`config.mk`:
```
export PLATFORM = sky130hd
export DESIGN_NAME = wb_stage_flat
export DESIGN_NICKNAME = d
export VERILOG_FILES = /design/src/rtl/wb_stage_if.sv /design/src/rtl/wb_stage.sv /design/src/flat_wrapper.sv
export SDC_FILE = /design/constraint.sdc
export NUM_CORES = 1
export LEC_CHECK = 0
export BUFFER_PORTS_ARGS = -buffer_cell sky130_fd_sc_hd__clkbuf_2
export CAP_MARGIN = 20
export CORE_ASPECT_RATIO = 0.9
export CORE_UTILIZATION = 35
export CTS_CLUSTER_DIAMETER = 100
export CTS_CLUSTER_SIZE = 8
export DETAILED_ROUTE_END_ITERATION = 8
export GPL_TIMING_DRIVEN = 0
export MAX_ROUTING_LAYER = met4
export PLACE_DENSITY = 0.65
export SETUP_SLACK_MARGIN = 0.15
export SLEW_MARGIN = 20
export SYNTH_ARGS = -nofsm -noshare
export SYNTH_HDL_FRONTEND = slang
export SYNTH_SLANG_ARGS = --single-unit
```
`constraint.sdc`:
```
create_clock -name clk -period 6.55 [get_ports clk]
set_input_delay 0.655 -clock clk [delete_from_list [all_inputs] [get_ports clk]]
set_output_delay 0.655 -clock clk [all_outputs]
set_load 0.01 [all_outputs]
```
`src/rtl/wb_stage_if.sv`:
```
`default_nettype none
// ============================================================================
//  Module   : wb_stage_if
//  Purpose  : MEM-to-WB bundle (stage controls, MEM results, regfile write
//             port, forwarding tap and retire counter) for wb_stage.
//  Revision : 1.0  initial release
// ============================================================================
interface wb_stage_if #(
  parameter int XLEN  = 32,
  parameter int CNT_W = 32
);
  logic             stall;
  logic             flush;
  logic             m_valid;
  logic             m_regwrite;
  logic [4:0]       m_rd;
  logic [1:0]       m_resultsrc;
  logic [2:0]       m_funct3;
  logic [XLEN-1:0]  m_aluresult;
  logic [XLEN-1:0]  m_rdata;
  logic [XLEN-1:0]  m_pcplus4;

  logic             we3;
  logic [4:0]       a3;
  logic [XLEN-1:0]  wd3;
  logic             fwd_valid;
  logic [4:0]       fwd_rd;
  logic [XLEN-1:0]  fwd_data;
  logic             misalign;
  logic [CNT_W-1:0] retired;

  // Pipeline side: produces MEM results, consumes the writeback port.
  modport master (
    output stall, flush, m_valid, m_regwrite, m_rd, m_resultsrc, m_funct3,
           m_aluresult, m_rdata, m_pcplus4,
    input  we3, a3, wd3, fwd_valid, fwd_rd, fwd_data, misalign, retired
  );

  // Writeback stage.
  modport slave (
    input  stall, flush, m_valid, m_regwrite, m_rd, m_resultsrc, m_funct3,
           m_aluresult, m_rdata, m_pcplus4,
    output we3, a3, wd3, fwd_valid, fwd_rd, fwd_data, misalign, retired
  );
endinterface
`default_nettype wire

```
`src/rtl/wb_stage.sv`:
```
`default_nettype none
// ============================================================================
//  Module   : wb_stage
//  Purpose  : RV32I MEM/WB register, load extraction, writeback select,
//             forwarding tap and retired-instruction counter.
//  Revision : 1.0  initial release
// ============================================================================
module wb_stage #(
  parameter int XLEN  = 32,
  parameter int CNT_W = 32
) (
  input  wire        clk,
  input  wire        rst_n,
  wb_stage_if.slave  bus
);

  localparam logic [1:0] c_SRC_ALU  = 2'b00;
  localparam logic [1:0] c_SRC_LOAD = 2'b01;
  localparam logic [1:0] c_SRC_PC4  = 2'b10;

  localparam logic [2:0] c_F3_LB  = 3'b000;
  localparam logic [2:0] c_F3_LH  = 3'b001;
  localparam logic [2:0] c_F3_LBU = 3'b100;
  localparam logic [2:0] c_F3_LHU = 3'b101;

  logic             r_valid;
  logic             r_regwrite;
  logic [4:0]       r_rd;
  logic [1:0]       r_resultsrc;
  logic [2:0]       r_funct3;
  logic [XLEN-1:0]  r_aluresult;
  logic [XLEN-1:0]  r_rdata;
  logic [XLEN-1:0]  r_pcplus4;
  logic [CNT_W-1:0] r_retired;

  logic [1:0]       w_off;
  logic [7:0]       w_byte;
  logic [15:0]      w_half;
  logic [XLEN-1:0]  w_word;
  logic [XLEN-1:0]  w_load;
  logic             w_mis_cond;
  logic             w_misalign;
  logic             w_we;
  logic [XLEN-1:0]  w_sel;
  logic             w_advance;

  // ---------------------------------------------------------------------------
  // MEM/WB register: flush beats stall; a flushed slot keeps stale payload.
  // ---------------------------------------------------------------------------
  always_ff @(posedge clk or negedge rst_n) begin
    if (!rst_n) begin
      r_valid     <= 1'b0;
      r_regwrite  <= 1'b0;
      r_rd        <= '0;
      r_resultsrc <= '0;
      r_funct3    <= '0;
      r_aluresult <= '0;
      r_rdata     <= '0;
      r_pcplus4   <= '0;
    end else if (bus.flush) begin
      r_valid     <= 1'b0;
    end else if (!bus.stall) begin
      r_valid     <= bus.m_valid;
      r_regwrite  <= bus.m_regwrite;
      r_rd        <= bus.m_rd;
      r_resultsrc <= bus.m_resultsrc;
      r_funct3    <= bus.m_funct3;
      r_aluresult <= bus.m_aluresult;
      r_rdata     <= bus.m_rdata;
      r_pcplus4   <= bus.m_pcplus4;
    end
  end

  // ---------------------------------------------------------------------------
  // Load extraction from the aligned memory word.
  // ---------------------------------------------------------------------------
  assign w_off = r_aluresult[1:0];

  always_comb begin
    w_byte = r_rdata[7:0];
    case (w_off)
      2'd0:    w_byte = r_rdata[7:0];
      2'd1:    w_byte = r_rdata[15:8];
      2'd2:    w_byte = r_rdata[23:16];
      default: w_byte = r_rdata[31:24];
    endcase
  end

  assign w_half = w_off[1] ? r_rdata[31:16] : r_rdata[15:0];

  generate
    if (XLEN > 32) begin : g_word_sext
      assign w_word = {{(XLEN-32){r_rdata[31]}}, r_rdata[31:0]};
    end else begin : g_word_full
      assign w_word = r_rdata;
    end
  endgenerate

  // Any funct3 outside the byte/half encodings behaves as lw.
  always_comb begin
    w_load     = w_word;
    w_mis_cond = (w_off != 2'b00);
    case (r_funct3)
      c_F3_LB: begin
        w_load     = {{(XLEN-8){w_byte[7]}}, w_byte};
        w_mis_cond = 1'b0;
      end
      c_F3_LBU: begin
        w_load     = {{(XLEN-8){1'b0}}, w_byte};
        w_mis_cond = 1'b0;
      end
      c_F3_LH: begin
        w_load     = {{(XLEN-16){w_half[15]}}, w_half};
        w_mis_cond = w_off[0];
      end
      c_F3_LHU: begin
        w_load     = {{(XLEN-16){1'b0}}, w_half};
        w_mis_cond = w_off[0];
      end
      default: begin
        w_load     = w_word;
        w_mis_cond = (w_off != 2'b00);
      end
    endcase
  end

  // ---------------------------------------------------------------------------
  // Writeback select and register-file port.
  // ---------------------------------------------------------------------------
  assign w_misalign = r_valid & (r_resultsrc == c_SRC_LOAD) & w_mis_cond;
  assign w_we       = r_valid & r_regwrite & (r_rd != 5'd0) & ~w_misalign;

  always_comb begin
    w_sel = r_aluresult;
    case (r_resultsrc)
      c_SRC_ALU:  w_sel = r_aluresult;
      c_SRC_LOAD: w_sel = w_load;
      c_SRC_PC4:  w_sel = r_pcplus4;
      default:    w_sel = r_aluresult;
    endcase
  end

  assign bus.we3       = w_we;
  assign bus.a3        = w_we ? r_rd  : 5'd0;
  assign bus.wd3       = w_we ? w_sel : '0;
  assign bus.fwd_valid = bus.we3;
  assign bus.fwd_rd    = bus.a3;
  assign bus.fwd_data  = bus.wd3;
  assign bus.misalign  = w_misalign;

  // ---------------------------------------------------------------------------
  // Retire counter: an instruction retires once, on the edge its slot leaves.
  // ---------------------------------------------------------------------------
  assign w_advance = ~bus.stall | bus.flush;

  always_ff @(posedge clk or negedge rst_n) begin
    if (!rst_n) begin
      r_retired <= '0;
    end else if (r_valid && !w_misalign && w_advance) begin
      r_retired <= r_retired + CNT_W'(1);
    end
  end

  assign bus.retired = r_retired;

endmodule
`default_nettype wire

```
`src/flat_wrapper.sv`:
```
// flat-port wrapper written by rule: the top's interface ports become plain ports
module wb_stage_flat 
#(
  parameter int XLEN  = 32,
  parameter int CNT_W = 32
)
  (clk, rst_n, bus_stall, bus_flush, bus_m_valid, bus_m_regwrite, bus_m_rd, bus_m_resultsrc, bus_m_funct3, bus_m_aluresult, bus_m_rdata, bus_m_pcplus4, bus_we3, bus_a3, bus_wd3, bus_fwd_valid, bus_fwd_rd, bus_fwd_data, bus_misalign, bus_retired);
  wb_stage_if #(.XLEN(XLEN), .CNT_W(CNT_W)) bus_i ();
  input  wire clk;
  input  wire rst_n;
  input wire logic [$bits(bus_i.stall)-1:0] bus_stall;
  input wire logic [$bits(bus_i.flush)-1:0] bus_flush;
  input wire logic [$bits(bus_i.m_valid)-1:0] bus_m_valid;
  input wire logic [$bits(bus_i.m_regwrite)-1:0] bus_m_regwrite;
  input wire logic [$bits(bus_i.m_rd)-1:0] bus_m_rd;
  input wire logic [$bits(bus_i.m_resultsrc)-1:0] bus_m_resultsrc;
  input wire logic [$bits(bus_i.m_funct3)-1:0] bus_m_funct3;
  input wire logic [$bits(bus_i.m_aluresult)-1:0] bus_m_aluresult;
  input wire logic [$bits(bus_i.m_rdata)-1:0] bus_m_rdata;
  input wire logic [$bits(bus_i.m_pcplus4)-1:0] bus_m_pcplus4;
  output wire logic [$bits(bus_i.we3)-1:0] bus_we3;
  output wire logic [$bits(bus_i.a3)-1:0] bus_a3;
  output wire logic [$bits(bus_i.wd3)-1:0] bus_wd3;
  output wire logic [$bits(bus_i.fwd_valid)-1:0] bus_fwd_valid;
  output wire logic [$bits(bus_i.fwd_rd)-1:0] bus_fwd_rd;
  output wire logic [$bits(bus_i.fwd_data)-1:0] bus_fwd_data;
  output wire logic [$bits(bus_i.misalign)-1:0] bus_misalign;
  output wire logic [$bits(bus_i.retired)-1:0] bus_retired;
  assign bus_i.stall = bus_stall;
  assign bus_i.flush = bus_flush;
  assign bus_i.m_valid = bus_m_valid;
  assign bus_i.m_regwrite = bus_m_regwrite;
  assign bus_i.m_rd = bus_m_rd;
  assign bus_i.m_resultsrc = bus_m_resultsrc;
  assign bus_i.m_funct3 = bus_m_funct3;
  assign bus_i.m_aluresult = bus_m_aluresult;
  assign bus_i.m_rdata = bus_m_rdata;
  assign bus_i.m_pcplus4 = bus_m_pcplus4;
  assign bus_we3 = bus_i.we3;
  assign bus_a3 = bus_i.a3;
  assign bus_wd3 = bus_i.wd3;
  assign bus_fwd_valid = bus_i.fwd_valid;
  assign bus_fwd_rd = bus_i.fwd_rd;
  assign bus_fwd_data = bus_i.fwd_data;
  assign bus_misalign = bus_i.misalign;
  assign bus_retired = bus_i.retired;
  wb_stage #(.XLEN(XLEN), .CNT_W(CNT_W)) u_core (.clk(clk), .rst_n(rst_n), .bus(bus_i));
endmodule
```
Word-level counts from Yosys, hierarchy flattened

Index checks and enable logic that the tools add are counted.

Output and inout bits: 109
Logic and storage cells: 46
Input port bits: 112
Flip-flop bits (word level): 140

Reduce and logical (&&, ||, !) cells: 10
Eq/ne operators: 8
Add/subtract/negate cells: 1
Bitwise operators: 9
Muxes and demuxes: 9

Operators by type and width:

| operator                                                              | count |
|---|---|
| 32-bit case mux with 4 select lines                                   | 1 |
| 32-bit case mux with 2 select lines                                   | 1 |
| 32-bit by 1-bit adder with 32-bit output, second input constant       | 1 |
| 32-bit 2-to-1 mux                                                     | 1 |
| 8-bit case mux with 3 select lines                                    | 1 |
| 16-bit 2-to-1 mux                                                     | 1 |
| 3-bit equality test, second input constant                            | 2 |
| 1-bit bitwise AND                                                     | 5 |
| 5-bit 2-to-1 mux                                                      | 1 |
| 5-bit nonzero test                                                    | 1 |
| 2-bit by 1-bit equality test with 1-bit output, second input constant | 2 |
| 2-bit equality test, second input constant                            | 2 |
| 2-bit OR reduction                                                    | 2 |
| 3-bit by 1-bit equality test with 1-bit output, second input constant | 1 |
| 3-bit logical NOT                                                     | 1 |
| 1-bit NOT                                                             | 3 |
| 1-bit logical AND                                                     | 2 |
| 2-bit logical NOT                                                     | 1 |
| 1-bit 2-to-1 mux                                                      | 2 |
| 2-bit by 1-bit != test with 1-bit output, second input constant       | 1 |
| 1-bit case mux with 2 select lines                                    | 1 |
| 2-bit AND reduction                                                   | 1 |
| 2-bit nonzero test                                                    | 1 |
| 1-bit logical NOT                                                     | 1 |
| 1-bit bitwise OR                                                      | 1 |

Depth between registers and ports, before layout

Depth in word-level cells: 7
Gate-level depth with buffers: 10
Gate-level depth less buffers: 8

Worst setup path after synthesis

OpenSTA, ideal clock, no wires.

Path type: register -> output
From: reg u_core.r_resultsrc[0]
To: out bus_wd3[7]
Slack: 3561 ps
Stages on the path, launching flop included: 8
Arrival time: 2334 ps
Path through: dfrtp_1 -> ha_1 -> buf_2 -> nand3_1 -> and4_1 -> o21ai_1 -> a2111oi_0 -> buf_4

Cells in the longest elaborated chain, start to end: 6
Elaborated cells between the ends (all ways): 8

RTL lines:

| what                                           | line                             | source |
|---|---|---|
| start: declaration                             | wb_stage.sv:29                   | `logic [1:0] r_resultsrc;` |
| start signal: assignment                       | wb_stage.sv:66                   | `r_resultsrc <= bus.m_resultsrc;` |
| 2-bit by 1-bit equality test with 1-bit output | wb_stage.sv:130, wb_stage.sv:135 |  |
| 1-bit bitwise AND (2 in series)                | wb_stage.sv:130                  | `assign w_misalign = r_valid & (r_resultsrc == c_SRC_LOAD) & w_mis_cond;` |
| 1-bit NOT                                      | wb_stage.sv:131                  | `assign w_we = r_valid & r_regwrite & (r_rd != 5'd0) & ~w_misalign;` |
| 1-bit bitwise AND                              | wb_stage.sv:131                  |  |
| 32-bit 2-to-1 mux *                            | wb_stage.sv:145                  | `assign bus.wd3 = w_we ? w_sel : '0;` |
| end: declaration                               | flat_wrapper.sv:23               | `output wire logic [$bits(bus_i.wd3)-1:0] bus_wd3;` |

Mark *: on every way between the ends. The rest lies on a longest branch, timed or not.

Final worst setup path

From: reg u_core.r_resultsrc[1]
To: out bus_wd3[28]

Same word-level chain as after synthesis.

==> impl_metrics.yaml <==
sta:
  grt_setup_unrepaired: "false"
  slew_headroom: 0.405
  layout_min_cycle_time_ns: 4.11
  setup_tns_ns: 0
  period_share: 0.627
  fmax_ghz: 0.243
  finalMaxSlewViolations: 0
  fin_ws_ns: 2.44
  worst_slew_pin_slew_ns: 0.886
  finalHoldViolCount: 0
  fin_skew_ns: 0.00769
  setup_viol: 0
grt:
  antenna_found_initial: 0
  track_usage: 0.210
  grt_pass1_vias: 5648
  grt_max_degree: 73
  grt.overflow.total: 0
  grt_pass1_wl_um: 32000
placement:
  dp_hpwl_um: 16000
  place.gp.congestion: 0.889
  pre_cts_slack_ns: 2.95
  numPortBuffers: 220
clock_network:
  cts_tree: "yes"
  clockBufferDepth: 2
  clock_latency_ns: 0.42
  ctsHoldBuffers: 0
  clock-sinks: 140
  htree_levels: 4
  cts-root-buf: "clkbuf_16"
  cts_resized: 0
  cts_setup_buffers: 0
  numCtsBuffers: 17
  cts.clk_slew.worst_paths_ns: 0.06
yosys:
  synthArstFlopShare: 1.00
  synthCells: 670
  yosysTopAreaCell: "dfrtp_1"
  yosysWarnings: 0
  synth-seq-area-share: 0.487
  synthTopCellsByArea: "dfrtp_1 49%, mux2_2 12%, buf_4 4.1%"
  synth_edf_count: 0
  synth_area_um2: 7190
  synth.distinct_cells: 48
  synth_seq_cells: 140
  synth_top_area_share: 0.487
  ys.flop_type: "dfrtp_1"
  synth_common_cells: "140 x dfrtp_1, 78 x mux2_2, 68 x nand2_1"
  syn_nets: 785
  syn_avg_cell_area_um2: 10.7
  synth.most_common_cell: "dfrtp_1"
power_and_ir_drop:
  leakage_nw: 4.46
  ir_drop_v: 0.000154
  p_clk_frac: 0.389
  switchingPower_uw: 781
  p_comb_frac: 0.212
  sequentialPowerShare: 0.398
  p_int_mw: 1.87
  power.density_nw_per_um2: 285
  swShare: 0.295
critical_path:
  critPathArrivalTime_ns: 3.45
  worst_setup_path_end_kind: "output pin"
  required_ns: 5.89
  crit_chain: "inv_1 -> ha_1 -> buf_2 -> nand3_1 -> and4_1 -> o21ai_1 -> clkbuf_1 -> a221oi_1 -> buf_4 -> clkbuf_2"
  path_class: "reg2out"
  worstPathMaxFanout: 10
  critical_path.max_stage_delay_ns: 0.63
  rrSetupSlack_ns: 4.26
  start_kind: "register"
  cpMaxStageDelayCell: "a221oi_1"
outcome:
  outcome: "finished clean"
min_path:
  hp-class: "in2async"
routing:
  vias: 5916
  wl_met3_um: 1100
  ant_nets: 0
  wl_met1_um: 10200
  first_pass_iters: 5
  drc: 0
  drtIter0Drc: 288
  via_per_inst: 5.02
  wl_met2_um: 9330
  routed.top_layer: "met4"
  wirelength_um: 21100
  wire_per_inst_um: 17.9
die:
  start_util: 0.358
  die-area_um2: 21100
  num_rows: 49
  core_area_um2: 20000
  io_pins: 221
  die_height_um: 138
  fp.dieW_um: 153
layout:
  fin_nets: 1025
  drive_gt1_frac: 0.436
  fillerInstances: 1915
  diodes: 0
  areaGrowthSynthToFinish_pct: 29.1
run:
  drv_cap: 0
[layout by cell type, fill, tap and decap left out, types with 18 or more instances in the layout]
| master | count |
|---|---|
| mux2_2 | 78 |
| o21ai_0 | 54 |
| dfrtp_1 | 140 |
| xnor2_1 | 18 |
| buf_4 | 39 |
| clkbuf_2 | 219 |
| nand2_1 | 68 |
| clkbuf_1 | 36 |
| inv_1 | 33 |
| a21oi_1 | 27 |
| a221oi_1 | 22 |
[kinds of logic after synthesis]
| logic type | share of synthesized area |
|---|---|
| AOI/OAI and AO/OA | 0.149 |
| DFF | 0.487 |
| and+or+nand+nor | 0.101 |
| buffers and inverters | 0.0830 |
| muxes | 0.136 |
| xor gates and xnor gates | 0.0378 |
| adders and majority gates | 0.00522 |
[path summary, 6_finish.rpt]
kind,from,to,cells after the start
setup / recovery,u_core.r_resultsrc[1],bus_wd3[28],10
hold / removal,rst_n,u_core.r_aluresult[23],1
setup reg to reg,u_core.r_resultsrc[1],u_core.bus.retired[16],9
hold reg to reg,u_core.bus.retired[31],u_core.bus.retired[31],1
max in group asynchronous,rst_n,u_core.bus.retired[4],2
min in group clk,bus_m_aluresult[10],u_core.r_aluresult[10],3
[cell type report]
cell class,instances,area (µm²),area share
well taps,255,319,0.0344
repair buffers,221,1140,0.123
plain buffers,80,465,0.0502
multi-input cells,415,3090,0.333
clock inverters,8,130,0.0140
inverters,35,131,0.0142
clock buffers,24,502,0.0541
flip-flops and latches,140,3500,0.378
[metrics by stage]
stage                util  instances  hold WS (ns)  total power [mW]  area (µm²)
floorplan               -        670         0.359              1.40        7190
global placement    0.429       1145         0.475              1.61        8610
detailed placement  0.431       1146         0.467              1.63        8640
finish              0.463       1178         0.231              2.65        9280
CTS                 0.463       1178         0.245              2.67        9280
global route        0.463       1178         0.266              2.77        9280
[flip-flops by register name, summed over array words and instances, names as in the netlist]
register,flops
u_core.bus.retired,32
u_core.r_aluresult,32
u_core.r_pcplus4,32
u_core.r_rdata,32
u_core.r_rd,5
u_core.r_funct3,3
u_core.r_resultsrc,2
u_core.r_regwrite,1
u_core.r_valid,1
[metal layers]
| layer | up-vias | global-route usage |
|---|---|---|
| met2 | 200 | 0.304 |
| met1 | 2868 | 0.290 |
| met5 | - | - |
| li1 | 2823 | - |
| met3 | 25 | 0.0394 |
| met4 | 0 | 0.0836 |
[power groups by stage]
stage	logic, mW	registers, mW	clock network, mW
finish	0.562	1.05	1.03
global placement	0.550	1.06	0
detailed placement	0.561	1.07	0
global route	0.617	1.07	1.08
floorplan	0.355	1.05	0
CTS	0.563	1.05	1.06
[critical path: cells and delay by family, from the launching register on]
family | cells | cell delay (ns)
and+or+nand+nor | 2 | 0.54
adders and majority gates | 1 | 0.17
buffers and inverters | 5 | 0.97
AOI/OAI and AO/OA | 2 | 0.97
DFF | 1 | 0.36
No activity file was read; power rests on OpenSTA's default activity.
